File: config.mk
export PLATFORM = sky130hd
export DESIGN_NAME = fpu_div_half_flat
export DESIGN_NICKNAME = d
export VERILOG_FILES = /design/src/rtl/fpu_div_half_if.sv /design/src/rtl/fpu_div_half.sv /design/src/flat_wrapper.sv
export SDC_FILE = /design/constraint.sdc
export NUM_CORES = 1
export LEC_CHECK = 0
export ABC_AREA = 1
export CORE_MARGIN = 1.5
export CORE_UTILIZATION = 55
export DETAILED_ROUTE_END_ITERATION = 10
export PLACE_DENSITY_LB_ADDON = 0.12
export SLEW_MARGIN = 20
export SYNTH_ARGS = -nofsm -noshare
export SYNTH_HDL_FRONTEND = slang
export SYNTH_SLANG_ARGS = --single-unit
File: constraint.sdc
create_clock -name CLK -period 5.9 [get_ports CLK]
set_input_delay 1.18 -clock CLK [delete_from_list [all_inputs] [get_ports CLK]]
set_output_delay 1.18 -clock CLK [all_outputs]
set_load 0.005 [all_outputs]
File: src/rtl/fpu_div_half_if.sv
// Request/response bundle for the binary16 divider: operands and rounding
// mode in, busy/done handshake plus quotient and fflags out.
interface fpu_div_half_if;
  logic        start;
  logic [15:0] a;
  logic [15:0] b;
  logic [2:0]  rm;
  logic        busy;
  logic        done;
  logic [15:0] result;
  logic [4:0]  flags;

  modport master (output start, a, b, rm, input busy, done, result, flags);
  modport slave  (input start, a, b, rm, output busy, done, result, flags);
endinterface

File: src/rtl/fpu_div_half.sv
// Iterative radix-2 restoring binary16 divider with RISC-V fflags.
// FPU_DIV_EARLY_OUT_EN: special operands skip DIV/ROUND and finish at cycle 2.
module fpu_div_half #(
  parameter int unsigned ITER = 13
) (
  input logic           CLK,
  input logic           RST,
  fpu_div_half_if.slave io
);

  localparam int unsigned CW = $clog2(ITER + 1);
  localparam int unsigned RW = 13;
  localparam logic signed [6:0] ITER_S = 7'(ITER);
  localparam logic [2:0] RM_RNE = 3'b000;
  localparam logic [2:0] RM_RTZ = 3'b001;
  localparam logic [2:0] RM_RDN = 3'b010;
  localparam logic [2:0] RM_RUP = 3'b011;
  localparam logic [2:0] RM_RMM = 3'b100;

  typedef logic [4:0] exp_t;
  typedef logic [9:0] mant_t;
  typedef enum logic [2:0] {S_IDLE, S_PREP, S_DIV, S_ROUND, S_DONE} state_t;

  state_t             state_q, state_d;
  logic [15:0]        a_q, a_d, b_q, b_d;
  logic [2:0]         rm_q, rm_d;
  logic               sign_q, sign_d;
  logic signed [6:0]  e_q, e_d;
  logic [RW-1:0]      rem_q, rem_d;
  logic [10:0]        dvs_q, dvs_d;
  logic [ITER-1:0]    quo_q, quo_d;
  logic [CW-1:0]      cnt_q, cnt_d;
  logic               spec_q, spec_d;
  logic [15:0]        spec_res_q, spec_res_d;
  logic [4:0]         spec_flg_q, spec_flg_d;
  logic               busy_q, busy_d, done_q, done_d;
  logic [15:0]        result_q, result_d;
  logic [4:0]         flags_q, flags_d;

  function automatic logic [3:0] lzc11(input logic [10:0] m);
    logic [3:0] n;
    n = 4'd0;
    for (int i = 0; i <= 10; i++) begin
      if (m[i]) n = 4'(10 - i);
    end
    return n;
  endfunction

  // Operand classification, subnormal normalization and special-case result
  exp_t              ea_raw, eb_raw;
  mant_t             fa, fb;
  logic              a_zero, a_inf, a_nan, a_snan, b_zero, b_inf, b_nan, b_snan;
  logic [10:0]       ma, mb, ma_n, mb_n;
  logic [3:0]        lza, lzb;
  logic signed [6:0] ea, eb, e_pre;
  logic              sign_pre, is_spec;
  logic [15:0]       spec_res;
  logic [4:0]        spec_flg;

  always_comb begin
    ea_raw   = a_q[14:10];
    eb_raw   = b_q[14:10];
    fa       = a_q[9:0];
    fb       = b_q[9:0];
    a_zero   = (ea_raw == 5'd0) && (fa == 10'd0);
    b_zero   = (eb_raw == 5'd0) && (fb == 10'd0);
    a_inf    = (&ea_raw) && (fa == 10'd0);
    b_inf    = (&eb_raw) && (fb == 10'd0);
    a_nan    = (&ea_raw) && (|fa);
    b_nan    = (&eb_raw) && (|fb);
    a_snan   = a_nan && !fa[9];
    b_snan   = b_nan && !fb[9];
    ma       = {|ea_raw, fa};
    mb       = {|eb_raw, fb};
    lza      = (ea_raw == 5'd0) ? lzc11(ma) : 4'd0;
    lzb      = (eb_raw == 5'd0) ? lzc11(mb) : 4'd0;
    ma_n     = ma << lza;
    mb_n     = mb << lzb;
    ea       = 7'({2'b00, (ea_raw == 5'd0) ? 5'd1 : ea_raw}) - 7'({3'b000, lza});
    eb       = 7'({2'b00, (eb_raw == 5'd0) ? 5'd1 : eb_raw}) - 7'({3'b000, lzb});
    e_pre    = ea - eb + 7'sd15;
    sign_pre = a_q[15] ^ b_q[15];
    is_spec  = 1'b1;
    spec_res = 16'h7E00;
    spec_flg = 5'b00000;
    if (a_nan || b_nan) begin
      spec_flg = {a_snan || b_snan, 4'b0000};
    end else if ((a_inf && b_inf) || (a_zero && b_zero)) begin
      spec_flg = 5'b10000;
    end else if (a_inf) begin
      spec_res = {sign_pre, 15'h7C00};
    end else if (b_zero) begin
      spec_res = {sign_pre, 15'h7C00};
      spec_flg = 5'b01000;
    end else if (a_zero || b_inf) begin
      spec_res = {sign_pre, 15'h0000};
    end else begin
      is_spec  = 1'b0;
    end
  end

  // Normalize quotient, denormalize tiny results, round and detect overflow
  logic [ITER-1:0]     qn, mq;
  logic signed [6:0]   en, sh7;
  logic [6:0]          shamt;
  logic [2*ITER-1:0]   wide;
  logic                tiny, g, st, lsb, inexact, rnd_inc, ovf;
  logic [9:0]          frac;
  logic [4:0]          exp_f;
  logic [15:0]         mag_r, rnd_res;
  logic [4:0]          rnd_flg;

  always_comb begin
    qn      = quo_q[ITER-1] ? quo_q : {quo_q[ITER-2:0], 1'b0};
    en      = quo_q[ITER-1] ? e_q : e_q - 7'sd1;
    tiny    = en < 7'sd1;
    sh7     = 7'sd1 - en;
    shamt   = !tiny ? 7'd0 : ((sh7 > ITER_S) ? 7'(ITER) : sh7);
    wide    = {qn, {ITER{1'b0}}} >> shamt;
    mq      = wide[2*ITER-1 -: ITER];
    frac    = mq[ITER-2 -: 10];
    lsb     = mq[ITER-11];
    g       = mq[ITER-12];
    st      = (|wide[ITER-1:0]) | (|mq[ITER-13:0]) | (|rem_q);
    inexact = g | st;
    case (rm_q)
      RM_RTZ:  rnd_inc = 1'b0;
      RM_RDN:  rnd_inc = sign_q & inexact;
      RM_RUP:  rnd_inc = !sign_q & inexact;
      RM_RMM:  rnd_inc = g;
      default: rnd_inc = g & (st | lsb);
    endcase
    exp_f   = tiny ? 5'd0 : en[4:0];
    mag_r   = 16'({1'b0, exp_f, frac}) + 16'(rnd_inc);
    ovf     = (!tiny && (en > 7'sd30)) || (&mag_r[14:10]);
    rnd_res = {sign_q, mag_r[14:0]};
    rnd_flg = {3'b000, tiny & inexact, inexact};
    if (ovf) begin
      rnd_flg = 5'b00101;
      case (rm_q)
        RM_RTZ:  rnd_res = {sign_q, 15'h7BFF};
        RM_RDN:  rnd_res = sign_q ? 16'hFC00 : 16'h7BFF;
        RM_RUP:  rnd_res = sign_q ? 16'hFBFF : 16'h7C00;
        default: rnd_res = {sign_q, 15'h7C00};
      endcase
    end
  end

  // Next-state and datapath update
  logic [RW-1:0] trial;

  always_comb begin
    state_d    = state_q;
    a_d        = a_q;
    b_d        = b_q;
    rm_d       = rm_q;
    sign_d     = sign_q;
    e_d        = e_q;
    rem_d      = rem_q;
    dvs_d      = dvs_q;
    quo_d      = quo_q;
    cnt_d      = cnt_q;
    spec_d     = spec_q;
    spec_res_d = spec_res_q;
    spec_flg_d = spec_flg_q;
    result_d   = result_q;
    flags_d    = flags_q;
    trial      = rem_q - {2'b00, dvs_q};
    case (state_q)
      S_IDLE: begin
        if (io.start) begin
          a_d     = io.a;
          b_d     = io.b;
          rm_d    = (io.rm > 3'd4) ? RM_RNE : io.rm;
          state_d = S_PREP;
        end
      end
      S_PREP: begin
        sign_d     = sign_pre;
        e_d        = e_pre;
        rem_d      = {2'b00, ma_n};
        dvs_d      = mb_n;
        quo_d      = '0;
        cnt_d      = '0;
        spec_d     = is_spec;
        spec_res_d = spec_res;
        spec_flg_d = spec_flg;
        state_d    = S_DIV;
`ifdef FPU_DIV_EARLY_OUT_EN
        if (is_spec) begin
          result_d = spec_res;
          flags_d  = spec_flg;
          state_d  = S_DONE;
        end
`endif
      end
      S_DIV: begin
        rem_d = trial[RW-1] ? {rem_q[RW-2:0], 1'b0} : {trial[RW-2:0], 1'b0};
        quo_d = {quo_q[ITER-2:0], !trial[RW-1]};
        cnt_d = cnt_q + CW'(1);
        if (cnt_q == CW'(ITER - 1)) state_d = S_ROUND;
      end
      S_ROUND: begin
        result_d = spec_q ? spec_res_q : rnd_res;
        flags_d  = spec_q ? spec_flg_q : rnd_flg;
        state_d  = S_DONE;
      end
      S_DONE:  state_d = S_IDLE;
      default: state_d = S_IDLE;
    endcase
    busy_d = (state_d != S_IDLE);
    done_d = (state_d == S_DONE);
  end

  always_ff @(posedge CLK) begin
    if (RST) begin
      state_q    <= S_IDLE;
      a_q        <= '0;
      b_q        <= '0;
      rm_q       <= '0;
      sign_q     <= 1'b0;
      e_q        <= '0;
      rem_q      <= '0;
      dvs_q      <= '0;
      quo_q      <= '0;
      cnt_q      <= '0;
      spec_q     <= 1'b0;
      spec_res_q <= '0;
      spec_flg_q <= '0;
      busy_q     <= 1'b0;
      done_q     <= 1'b0;
      result_q   <= '0;
      flags_q    <= '0;
    end else begin
      state_q    <= state_d;
      a_q        <= a_d;
      b_q        <= b_d;
      rm_q       <= rm_d;
      sign_q     <= sign_d;
      e_q        <= e_d;
      rem_q      <= rem_d;
      dvs_q      <= dvs_d;
      quo_q      <= quo_d;
      cnt_q      <= cnt_d;
      spec_q     <= spec_d;
      spec_res_q <= spec_res_d;
      spec_flg_q <= spec_flg_d;
      busy_q     <= busy_d;
      done_q     <= done_d;
      result_q   <= result_d;
      flags_q    <= flags_d;
    end
  end

  assign io.busy   = busy_q;
  assign io.done   = done_q;
  assign io.result = result_q;
  assign io.flags  = flags_q;

endmodule

File: src/flat_wrapper.sv
// flat-port wrapper written by rule: the top's interface ports become plain ports
module fpu_div_half_flat 
#(
  parameter int unsigned ITER = 13
)
  (CLK, RST, io_start, io_a, io_b, io_rm, io_busy, io_done, io_result, io_flags);
  fpu_div_half_if io_i ();
  input logic CLK;
  input logic RST;
  input wire logic [$bits(io_i.start)-1:0] io_start;
  input wire logic [$bits(io_i.a)-1:0] io_a;
  input wire logic [$bits(io_i.b)-1:0] io_b;
  input wire logic [$bits(io_i.rm)-1:0] io_rm;
  output wire logic [$bits(io_i.busy)-1:0] io_busy;
  output wire logic [$bits(io_i.done)-1:0] io_done;
  output wire logic [$bits(io_i.result)-1:0] io_result;
  output wire logic [$bits(io_i.flags)-1:0] io_flags;
  assign io_i.start = io_start;
  assign io_i.a = io_a;
  assign io_i.b = io_b;
  assign io_i.rm = io_rm;
  assign io_busy = io_i.busy;
  assign io_done = io_i.done;
  assign io_result = io_i.result;
  assign io_flags = io_i.flags;
  fpu_div_half #(.ITER(ITER)) u_core (.CLK(CLK), .RST(RST), .io(io_i));
endmodule
## Word level (Yosys, flattened, before mapping)

Index checks and enable logic that the tools add are counted.

| cells by class | value |
|---|---|
| equality and inequality tests | 9 |
| muxes and demuxes | 61 |
| shift operators | 3 |
| $add $sub $neg | 9 |
| bitwise gates (word level) | 9 |
| reductions and logical operators | 38 |
| magnitude comparators | 4 |

Operator list:

| cell | number |
|---|---|
| $mux 16 | 9 |
| $mux 4 | 25 |
| $pmux 13 s2 | 2 |
| $pmux 16 s3 | 1 |
| $mux 5 | 7 |
| $mux 13 | 2 |
| $reduce_or 13->1 | 2 |
| $shr 26x7->25 | 1 |
| $shl 11x4->11 | 2 |
| $mux 7 | 3 |
| $logic_not 10->1 | 2 |
| $reduce_or 10->1 | 2 |
| $add 15x1->15 | 1 |
| $reduce_and 5->1 | 3 |
| $sub 13x11->13 | 1 |
| $eq 3x2->1 const B | 4 |
| $mux 3 | 4 |
| $pmux 3 s4 | 1 |
| $sub 5x4->6 | 2 |
| $logic_and 1x1->1 | 11 |
| $logic_not 5->1 | 2 |
| $reduce_or 5->1 | 2 |
| $pmux 4 s2 | 1 |
| $add 7x5->7 const B | 1 |
| other kinds (22) | 42 |

| word-level totals | value |
|---|---|
| bits in registers | 132 |
| input bits | 38 |
| output and inout port bits | 23 |

## Depth between registers and ports, before layout

Gate-level depths: netlist of run 1.

| logic depth | value |
|---|---|
| word-level depth | 18 |
| depth in mapped cells | 49 |
| mapped depth without buffers | 48 |

## Least setup slack after synthesis of run 1

OpenSTA, ideal clock, no wires.

| timing | value |
|---|---|
| kind | register to register |
| start point | register u_core.e_q[0] |
| end point | register u_core.result_q[0] (netlist: u_core.io.result[0]) |
| buffers on the path | 2 |
| stages on the path, launching flop included | 48 |
| clock period less this slack | 5,102 ps |
| arrival | 4,970 ps |
| setup time | 132 ps |
| slack | 798 ps |
| path through | dfxtp_1 > inv_1 > ha_1 > nand2_2 > nand2_1 > nand2_1 > inv_1 > ha_1 > nand3_2 > nor2_2 > nand2_1 > nand2_2 > nor2_4 > nand3_1 > ha_1 > nand2_4 > nand2_4 > nand2_4 > [... 12 more ...] > nand3_1 > nand2_1 > nand2_1 > inv_1 > ha_1 > ha_1 > inv_1 > nor2_4 > nand4_1 > nand2_1 > inv_2 > nor2_2 > nand2_4 > nand2_2 > nand2_2 > buf_6 > nand3_1 > a21oi_1 |

| on the way | value |
|---|---|
| cells in the longest elaborated chain, start to end | 18 |

Ends and longest elaborated chain:

| item | RTL line | source |
|---|---|---|
| start: declaration | fpu_div_half.sv:28 | `logic signed [6:0] e_q, e_d;` |
| start signal: assignment | fpu_div_half.sv:222 | `e_q <= '0;` |
| start signal: assignment | fpu_div_half.sv:240 | `e_q <= e_d;` |
| $sub 7x2->7 | fpu_div_half.sv:115 | `en = quo_q[ITER-1] ? e_q : e_q - 7'sd1;` |
| $mux 7 * | fpu_div_half.sv:115 |  |
| $sub 2x7->7 | fpu_div_half.sv:117 | `sh7 = 7'sd1 - en;` |
| $gt 7x5->1 | fpu_div_half.sv:118 | `shamt = !tiny ? 7'd0 : ((sh7 > ITER_S) ? 7'(ITER) : sh7);` |
| $mux 7 (2 in series) | fpu_div_half.sv:118 |  |
| $shr 26x7->25 | fpu_div_half.sv:119 | `wide = {qn, {ITER{1'b0}}} >> shamt;` |
| $reduce_or 13->1 | fpu_div_half.sv:124 | `st = (\|wide[ITER-1:0]) \| (\|mq[ITER-13:0]) \| (\|rem_q);` |
| $or 1x1->1 (2 in series) | fpu_div_half.sv:124 |  |
| $or 1x1->1, on equally long branches | fpu_div_half.sv:131, fpu_div_half.sv:125 |  |
| $and 1x1->1, on equally long branches | fpu_div_half.sv:131, fpu_div_half.sv:128, fpu_div_half.sv:129 |  |
| $pmux 1 s4 | fpu_div_half.sv:126 | `case (rm_q)` |
| $add 15x1->15 | fpu_div_half.sv:134 | `mag_r = 16'({1'b0, exp_f, frac}) + 16'(rnd_inc);` |
| $reduce_and 5->1 | fpu_div_half.sv:135 | `ovf = (!tiny && (en > 7'sd30)) \|\| (&mag_r[14:10]);` |
| $logic_or 1x1->1 | fpu_div_half.sv:135 |  |
| $mux 16 * | fpu_div_half.sv:138 | `if (ovf) begin` |
| $mux 16 * | fpu_div_half.sv:204 | `result_d = spec_q ? spec_res_q : rnd_res;` |
| end signal: assignment | fpu_div_half.sv:250 | `result_q <= result_d;` |
| end: declaration | fpu_div_half.sv:37 | `logic [15:0] result_q, result_d;` |

Every way passes the cells marked *; elsewhere a longest branch is shown, timed or not.
A chain may end at the register's enable or synchronous reset.

## Worst setup path after layout of run 1

| timing | value |
|---|---|
| start point | register u_core.e_q[1] |
| end point | register u_core.result_q[6] (netlist: u_core.io.result[6]) |

The elaborated chain is that of the path after synthesis.

==> run summary, run 1 <==
status -> finished clean
cell mode on critical path -> nand2_1
Yosys cell types -> 55
CTS Root Cell -> clkbuf_16
maximum VDD drop -> 0.000214 V
# diodes -> 0
post-layout util -> 66.0%
CP Capture Type -> register
worst hold path cell count -> 2
Worst EP required -> 6.26 ns
max-slew violation count -> 0
Max transition margin -> 32.7%
commonest register cell after synthesis -> dfxtp_1
Avg Inst Size Synth -> 6.50 sq um
GPL Wtd Cong -> 0.909
mux cell area share after synthesis -> 0%
CP max-delay cell -> dfxtp_1
Filler cells -> 1430
# IOs -> 61
Synth area leaders -> dfxtp_1 (27%), nand2_1 (11%), nand3_1 (7.2%)
CP peak stage delay -> 0.35 ns
syn_nets -> 1402
Routed wire per std cell -> 14.3 um
Yosys reg bits -> 116
Fmax achieved -> 187 MHz
Compound-Gate Fraction of Synth Area -> 19.0%
core area -> 15200 sq um
vias -> 8720
Post-synth ARST share -> 0%
clock latency on the worst-skew pair -> 0.43 ns
HP Class -> reg2reg
largest family of logic cells by synthesized area -> simple AND/OR/NAND/NOR gates
die area -> 16400 sq um
Warnings, synthesis -> 0
fraction of layout cells with a size suffix above 1 -> 11.2%
Max Root-Sink Buffers -> 2
post-route minimum period -> 5.34 ns
clk_skew -> 0.00852 ns
DP Area -> 9230 sq um
CTS tree -> done
Total Routing Usage GR -> 28.4%
Tot Pwr -> 4.17 mW
Syn Inst Count -> 1320
actual slew at the worst max-slew pin -> 1.01 ns
Die Y -> 128 um
Pleak -> 4.21 nW
Final Hold Fails -> 0
Routed Wire Length -> 22.4 mm
H-tree depth -> 4
xor/xnor share of the synthesized area -> 2.45%
Cell Area, Synth -> 8580 sq um
pin count of the biggest net entering global routing -> 66
sequential area share after synthesis -> 27.1%
Routed Antenna Nets -> 0
setup TNS -> 0 ns
Synth area leader -> dfxtp_1
grt ovf -> 0
clock buffer count from CTS -> 17
first-pass GRT wire length -> 37.4 mm
DRC Markers -> 0
FF-to-FF path depth -> 45
Seq. cell area -> 2320 sq um
worst-path fanout max -> 11
initial DRC count -> 618
critical path start-end classification -> reg2reg
area grow syn2layout -> 17.0%
number of global-route vias before repair -> 8033
Max Cap Viol -> 0
EDFF count, synth -> 0
input/output buffers -> 60
share of the synthesized area in the top cell type -> 27.1%
fin nets -> 1442
WP data arrival -> 5.69 ns
Pwr per Cell Area -> 416 nW/um^2
post-route clock period utilization -> 90.5%
Clock Sinks -> 116
row cnt -> 45
final setup fails -> 0
DR vias/cell -> 5.59
clock transition at the registers of the reported paths -> 0.06 ns
Synth Area in Simple Gates -> 33.3%
area of the multi-input gates -> 5430 sq um
Post-Synth Adder-Cell Area -> 6.77%
Starting Density -> 56.4%
cell area after layout -> 10000 sq um
initial antenna violation count -> 0
drt pass-1 iters -> 5
detailed placement HPWL -> 16.6 mm
die width -> 128 um
Setup crit start kind -> register
==> registers in the layout, indices dropped and copies added (netlist names), 5 cells and up <==
signal / cells
u_core.e_q: 7
u_core.quo_q: 13
u_core.io.flags: 5
u_core.io.result: 16
u_core.a_q: 16
u_core.b_q: 16
u_core.dvs_q: 11
u_core.rem_q: 13
==> cells in the mapped netlist, types with 5 or more instances <==
| master | instances |
|---|---|
| a21oi_1 | 116 |
| ha_1 | 40 |
| xor2_1 | 19 |
| inv_1 | 158 |
| clkbuf_1 | 41 |
| buf_6 | 8 |
| nor3_1 | 19 |
| nand2_2 | 19 |
| o211ai_1 | 15 |
| a211oi_1 | 11 |
| nand4_1 | 17 |
| nand3_2 | 13 |
| xnor2_1 | 5 |
| nor4_1 | 6 |
| o21ai_0 | 121 |
| nor2_2 | 13 |
| nand3_1 | 123 |
| nand2_1 | 257 |
| dfxtp_1 | 116 |
| nor2_1 | 103 |
| nand3b_1 | 5 |
| inv_2 | 15 |
| and2_1 | 5 |
| nand2_4 | 10 |
| a31oi_1 | 7 |
| o22ai_1 | 6 |
| nor2_4 | 5 |
| buf_1 | 7 |
==> metrics by stage <==
stage	setup WS, ns	instances	hold slack [ns]
2_1_floorplan	0.798	1320	0.436
3_3_place_gp	0.240	1523	0.456
3_5_place_dp	0.100	1523	0.455
4_1_cts	0.0769	1555	0.464
5_1_grt	-0.00316	1561	0.482
6_report	0.563	1561	0.463
==> layout make-up <==
type                            instances  area share (%)
Multi-Input combinational cell        967            54.1
Clock buffer                           17            4.24
Timing Repair inverter                  1          0.0499
Inverter                              178            6.81
Timing Repair Buffer                   79            7.43
Clock inverter                         15            1.91
Sequential cell                       116            23.1
Tap cell                              188            2.34
==> power by group <==
part	switching, mW	internal (mW)
Combinational	1.43	0.766
Sequential	0.0482	0.839
Clock	0.414	0.675
==> cells in the final DEF (no fill, tap or decap), types with 3 or more instances in the layout <==
cell / Yosys / layout
o21ai_0: 121 / 118
o21ai_1: 4 / 5
clkinv_1: 4 / 4
bufinv_16: 0 / 3
nand2_2: 19 / 19
and2_1: 5 / 5
inv_6: 1 / 9
o211ai_1: 15 / 15
xnor2_1: 5 / 5
dfxtp_1: 116 / 116
a211oi_1: 11 / 11
a21oi_1: 116 / 116
nand3_1: 123 / 121
nor2_2: 13 / 15
clkbuf_16: 0 / 17
a31oi_1: 7 / 7
nor4_1: 6 / 5
nand2_4: 10 / 8
nor2_4: 5 / 5
nand2_1: 257 / 255
nor2_1: 103 / 101
nand3_2: 13 / 14
buf_4: 1 / 16
inv_1: 158 / 157
ha_4: 0 / 3
nand4_1: 17 / 17
ha_1: 40 / 35
nor3_1: 19 / 18
xor2_1: 19 / 19
nand3b_1: 5 / 5
o22ai_1: 6 / 6
fa_1: 4 / 4
nand2_8: 0 / 5
o311ai_0: 3 / 3
inv_2: 15 / 14
clkdlybuf4s50_1: 0 / 59
==> worst max-delay path, delay by kind of cell, from the launching register on <==
| family | cells | cell delay, ns |
|---|---|---|
| fa+ha+maj | 4 | 0.91 |
| flops | 1 | 0.35 |
| simple gates | 33 | 3.03 |
| compound gates | 2 | 0.29 |
| buf+inv | 6 | 0.65 |
==> cells by family after synthesis <==
| kind of cell | count (synthesis) |
|---|---|
| AO/OA/AOI/OAI | 296 |
| buffers and inverters | 238 |
| AND/OR/NAND/NOR | 602 |
| XOR/XNOR | 24 |
| adder cells (fa/ha/maj) | 44 |
| flip-flops | 116 |
==> repair_timing <==
| action | CTS | global route |
|---|---|---|
| buffers inserted | 0 | 4 |
| setup endpoints to repair | 0 | 17 |
| hold buffers | 0 | 0 |
| endpoints found under the hold margin | 0 | 0 |
| resized for setup | 0 | 36 |
==> worst paths after layout <==
kind / start / to / slack (ns)
setup / recovery: u_core.e_q[1]$_SDFFE_PP0P_ / u_core.io.result[6]$_SDFFE_PP0P_ / 0.56
hold / removal: u_core.io.result[5]$_SDFFE_PP0P_ / u_core.io.result[5]$_SDFFE_PP0P_ / 0.46
setup reg to reg: u_core.e_q[1]$_SDFFE_PP0P_ / u_core.io.result[6]$_SDFFE_PP0P_ / 0.56
hold reg to reg: u_core.io.result[5]$_SDFFE_PP0P_ / u_core.io.result[5]$_SDFFE_PP0P_ / 0.46
==> metal layers <==
metal / track usage (%) / vias to the layer above / routed length, um
met4: 13.0 / 0 / 840
met2: 50.2 / 252 / 11000
met5: 0 / - / 0
met3: 5.93 / 68 / 1020
met1: 33.1 / 3938 / 9450
li1: - / 4462 / -
Power figures use the tool's default switching activity.
==> run 2, diff against run 1 <==
- DONT_BUFFER_PORTS: unset -> 1
- PLACE_DENSITY: unset -> 0.73
- PLACE_DENSITY_LB_ADDON: 0.12 -> unset
==> run summary, run 2 (synthesis results as in run 1) <==
status -> finished clean
detailed placement HPWL -> 15.6 mm (-5.6%)
most frequent cells in the layout -> nand2_1 (255), inv_1 (157), nand3_1 (122), o21ai_0 (117), dfxtp_1 (116)
row cnt -> 45 (unchanged)
Tot Pwr -> 4.10 mW (-1.8%)
CTS tree -> done
Final Hold Fails -> 0 (unchanged)
number of global-route vias before repair -> 7555 (-6.0%)
DRC Markers -> 0 (unchanged)
Pleak -> 4.00 nW (-5.2%)
Max Root-Sink Buffers -> 2 (unchanged)
hold_buf cts -> 0 (unchanged)
core area -> 15200 sq um (unchanged)
Routed wire per std cell -> 14.1 um (-1.3%)
r2r endpoint -> u_core.io.result[10]$_SDFFE_PP0P_
maximum VDD drop -> 0.000237 V (+11%)
# diodes -> 0 (unchanged)
H-tree depth -> 4 (unchanged)
Hold EP -> u_core.dvs_q[2]$_SDFFE_PP0P_
post-route clock period utilization -> 92.0% (+1.5 points)
most common cell after layout, fill and taps aside -> nand2_1
Starting Density -> 56.4% (unchanged)
area grow syn2layout -> 9.67%
Pwr per Cell Area -> 435 nW/um^2 (+4.8%)
max-slew violation count -> 0 (unchanged)
Max Cap Viol -> 0 (unchanged)
worst hold path cell count -> 2 (unchanged)
DR vias/cell -> 5.57 (-0.35%)
post-layout util -> 61.9% (-4.1 points)
clk_skew -> 0.00877 ns (+0.000253 ns)
CP Capture Type -> register
first-pass GRT wire length -> 35.5 mm (-5.0%)
Total Routing Usage GR -> 26.9% (-1.5 points)
Setup crit start kind -> register
CP max-delay cell -> ha_4
Fmax achieved -> 184 MHz (-1.6%)
clock buffer count from CTS -> 17 (unchanged)
R2R setup slack -> 0.47 ns (-0.09 ns)
grt ovf -> 0 (unchanged)
CP peak stage delay -> 0.33 ns (-0.02 ns)
input/output buffers -> 0 (-100%)
fin nets -> 1383 (-4.1%)
WP data arrival -> 5.79 ns (+0.10 ns)
clock transition at the registers of the reported paths -> 0.06 ns (about the same)
actual slew at the worst max-slew pin -> 1.09 ns (+0.0844 ns)
die area -> 16400 sq um (unchanged)
CTS Root Cell -> clkbuf_16
worst-path fanout max -> 11 (unchanged)
fraction of layout cells with a size suffix above 1 -> 11.5% (+0.28 points)
initial DRC count -> 575 (-7.0%)
GPL Wtd Cong -> 0.934 (+2.8%)
Filler cells -> 1441 (+0.77%)
die width -> 128 um (unchanged)
HP Class -> reg2reg
critical path start-end classification -> reg2reg
Worst EP required -> 6.27 ns (about the same)
initial antenna violation count -> 0 (unchanged)
Routed Antenna Nets -> 0 (unchanged)
FF-to-FF path depth -> 46 (+2.2%)
Routed Wire Length -> 21.2 mm (-5.0%)
# IOs -> 61 (unchanged)
pin count of the biggest net entering global routing -> 66 (unchanged)
worst hold start -> u_core.dvs_q[2]$_SDFFE_PP0P_
drt pass-1 iters -> 7 (+2)
post-route minimum period -> 5.43 ns (+0.0884 ns)
vias -> 8361 (-4.1%)
RR Startpoint -> u_core.e_q[1]$_SDFFE_PP0P_
Max transition margin -> 27.1% (-5.6 points)
clock latency on the worst-skew pair -> 0.43 ns (about the same)
final setup fails -> 0 (unchanged)
Die Y -> 128 um (unchanged)
cell mode on critical path -> nand2_1
Clock Sinks -> 116 (unchanged)
[run 2: changes by cell type in the layout (fill, tap and decap cells not counted), moves of 2 or more]
cell	previous run	this run
a21oi_1	116	114
clkdlybuf4s50_1	59	0
clkinv_4	2	4
ha_1	35	37
ha_4	3	1
inv_4	0	3
inv_6	9	7
nand2_4	8	10
o21ai_1	5	8
o21ai_2	2	0
[run 2: cell type report]
cell class | count | area (sq um) | share of cell area [%]
multi-input cells | 968 | 5410 | 57.5
flip-flops and latches | 116 | 2320 | 24.7
inverters | 178 | 683 | 7.26
clock buffers | 17 | 425 | 4.52
well taps | 188 | 235 | 2.50
clock inverters | 15 | 168 | 1.78
repair buffers | 18 | 155 | 1.65
repair inverters | 2 | 11.3 | 0.120
[run 2: timing repair]
item	in CTS	in global routing
endpoints found under the setup margin	0	17
buffers inserted	0	6
resized for setup	0	32
[run 2: worst max-delay path, delay by kind of cell (launching register included)]
family / cells / cell delay, ns
adders and majority gates: 5 / 1.13
and+or+nand+nor: 33 / 2.99
buffers and inverters: 6 / 0.57
AOI/OAI and AO/OA: 2 / 0.30
DFF: 1 / 0.32
[run 2: report_power, final]
part	internal (mW)	switching (mW)	total, mW
logic	0.742	1.43	2.17
clock network	0.631	0.411	1.04
registers	0.839	0.0479	0.886
total	2.21	1.88	4.10
[run 2: how the worst max path moves through the flow]
stage	start	endpoint	slack (ns)	cells after the start
6_report	u_core.e_q[1]$_SDFFE_PP0P_	u_core.io.result[10]$_SDFFE_PP0P_	0.47	46
5_1_grt	u_core.e_q[0]$_SDFFE_PP0P_	u_core.io.result[10]$_SDFFE_PP0P_	-0.07	47
4_1_cts	u_core.e_q[1]$_SDFFE_PP0P_	u_core.io.result[10]$_SDFFE_PP0P_	0.06	46
3_5_place_dp	u_core.e_q[1]$_SDFFE_PP0P_	u_core.io.result[10]$_SDFFE_PP0P_	0.1	46
3_3_place_gp	u_core.e_q[1]$_SDFFE_PP0P_	u_core.io.result[10]$_SDFFE_PP0P_	0.23	46
2_1_floorplan	u_core.e_q[0]$_SDFFE_PP0P_	u_core.io.result[0]$_SDFFE_PP0P_	0.80	47
[run 2: metal layers]
layer / vias up / track usage [%] / share of wire, %
met1: 3715 / 34.0 / 45
met5: - / 0 / 0
met3: 53 / 4.59 / 4.8
met4: 0 / 11.2 / 3.2
li1: 4343 / - / -
met2: 250 / 45.5 / 47
[run 2: metrics by stage]
stage	cells	worst slack (ns)	setup TNS, ns	area, sq um	hold slack (ns)
6_report	1502	0.474	0	9410	0.460
5_1_grt	1502	-0.0679	-0.230	9410	0.479
4_1_cts	1492	0.0574	0	9200	0.460
3_5_place_dp	1460	0.0992	0	8610	0.451
3_3_place_gp	1460	0.232	0	8610	0.450
2_1_floorplan	1320	0.798	0	8580	0.436
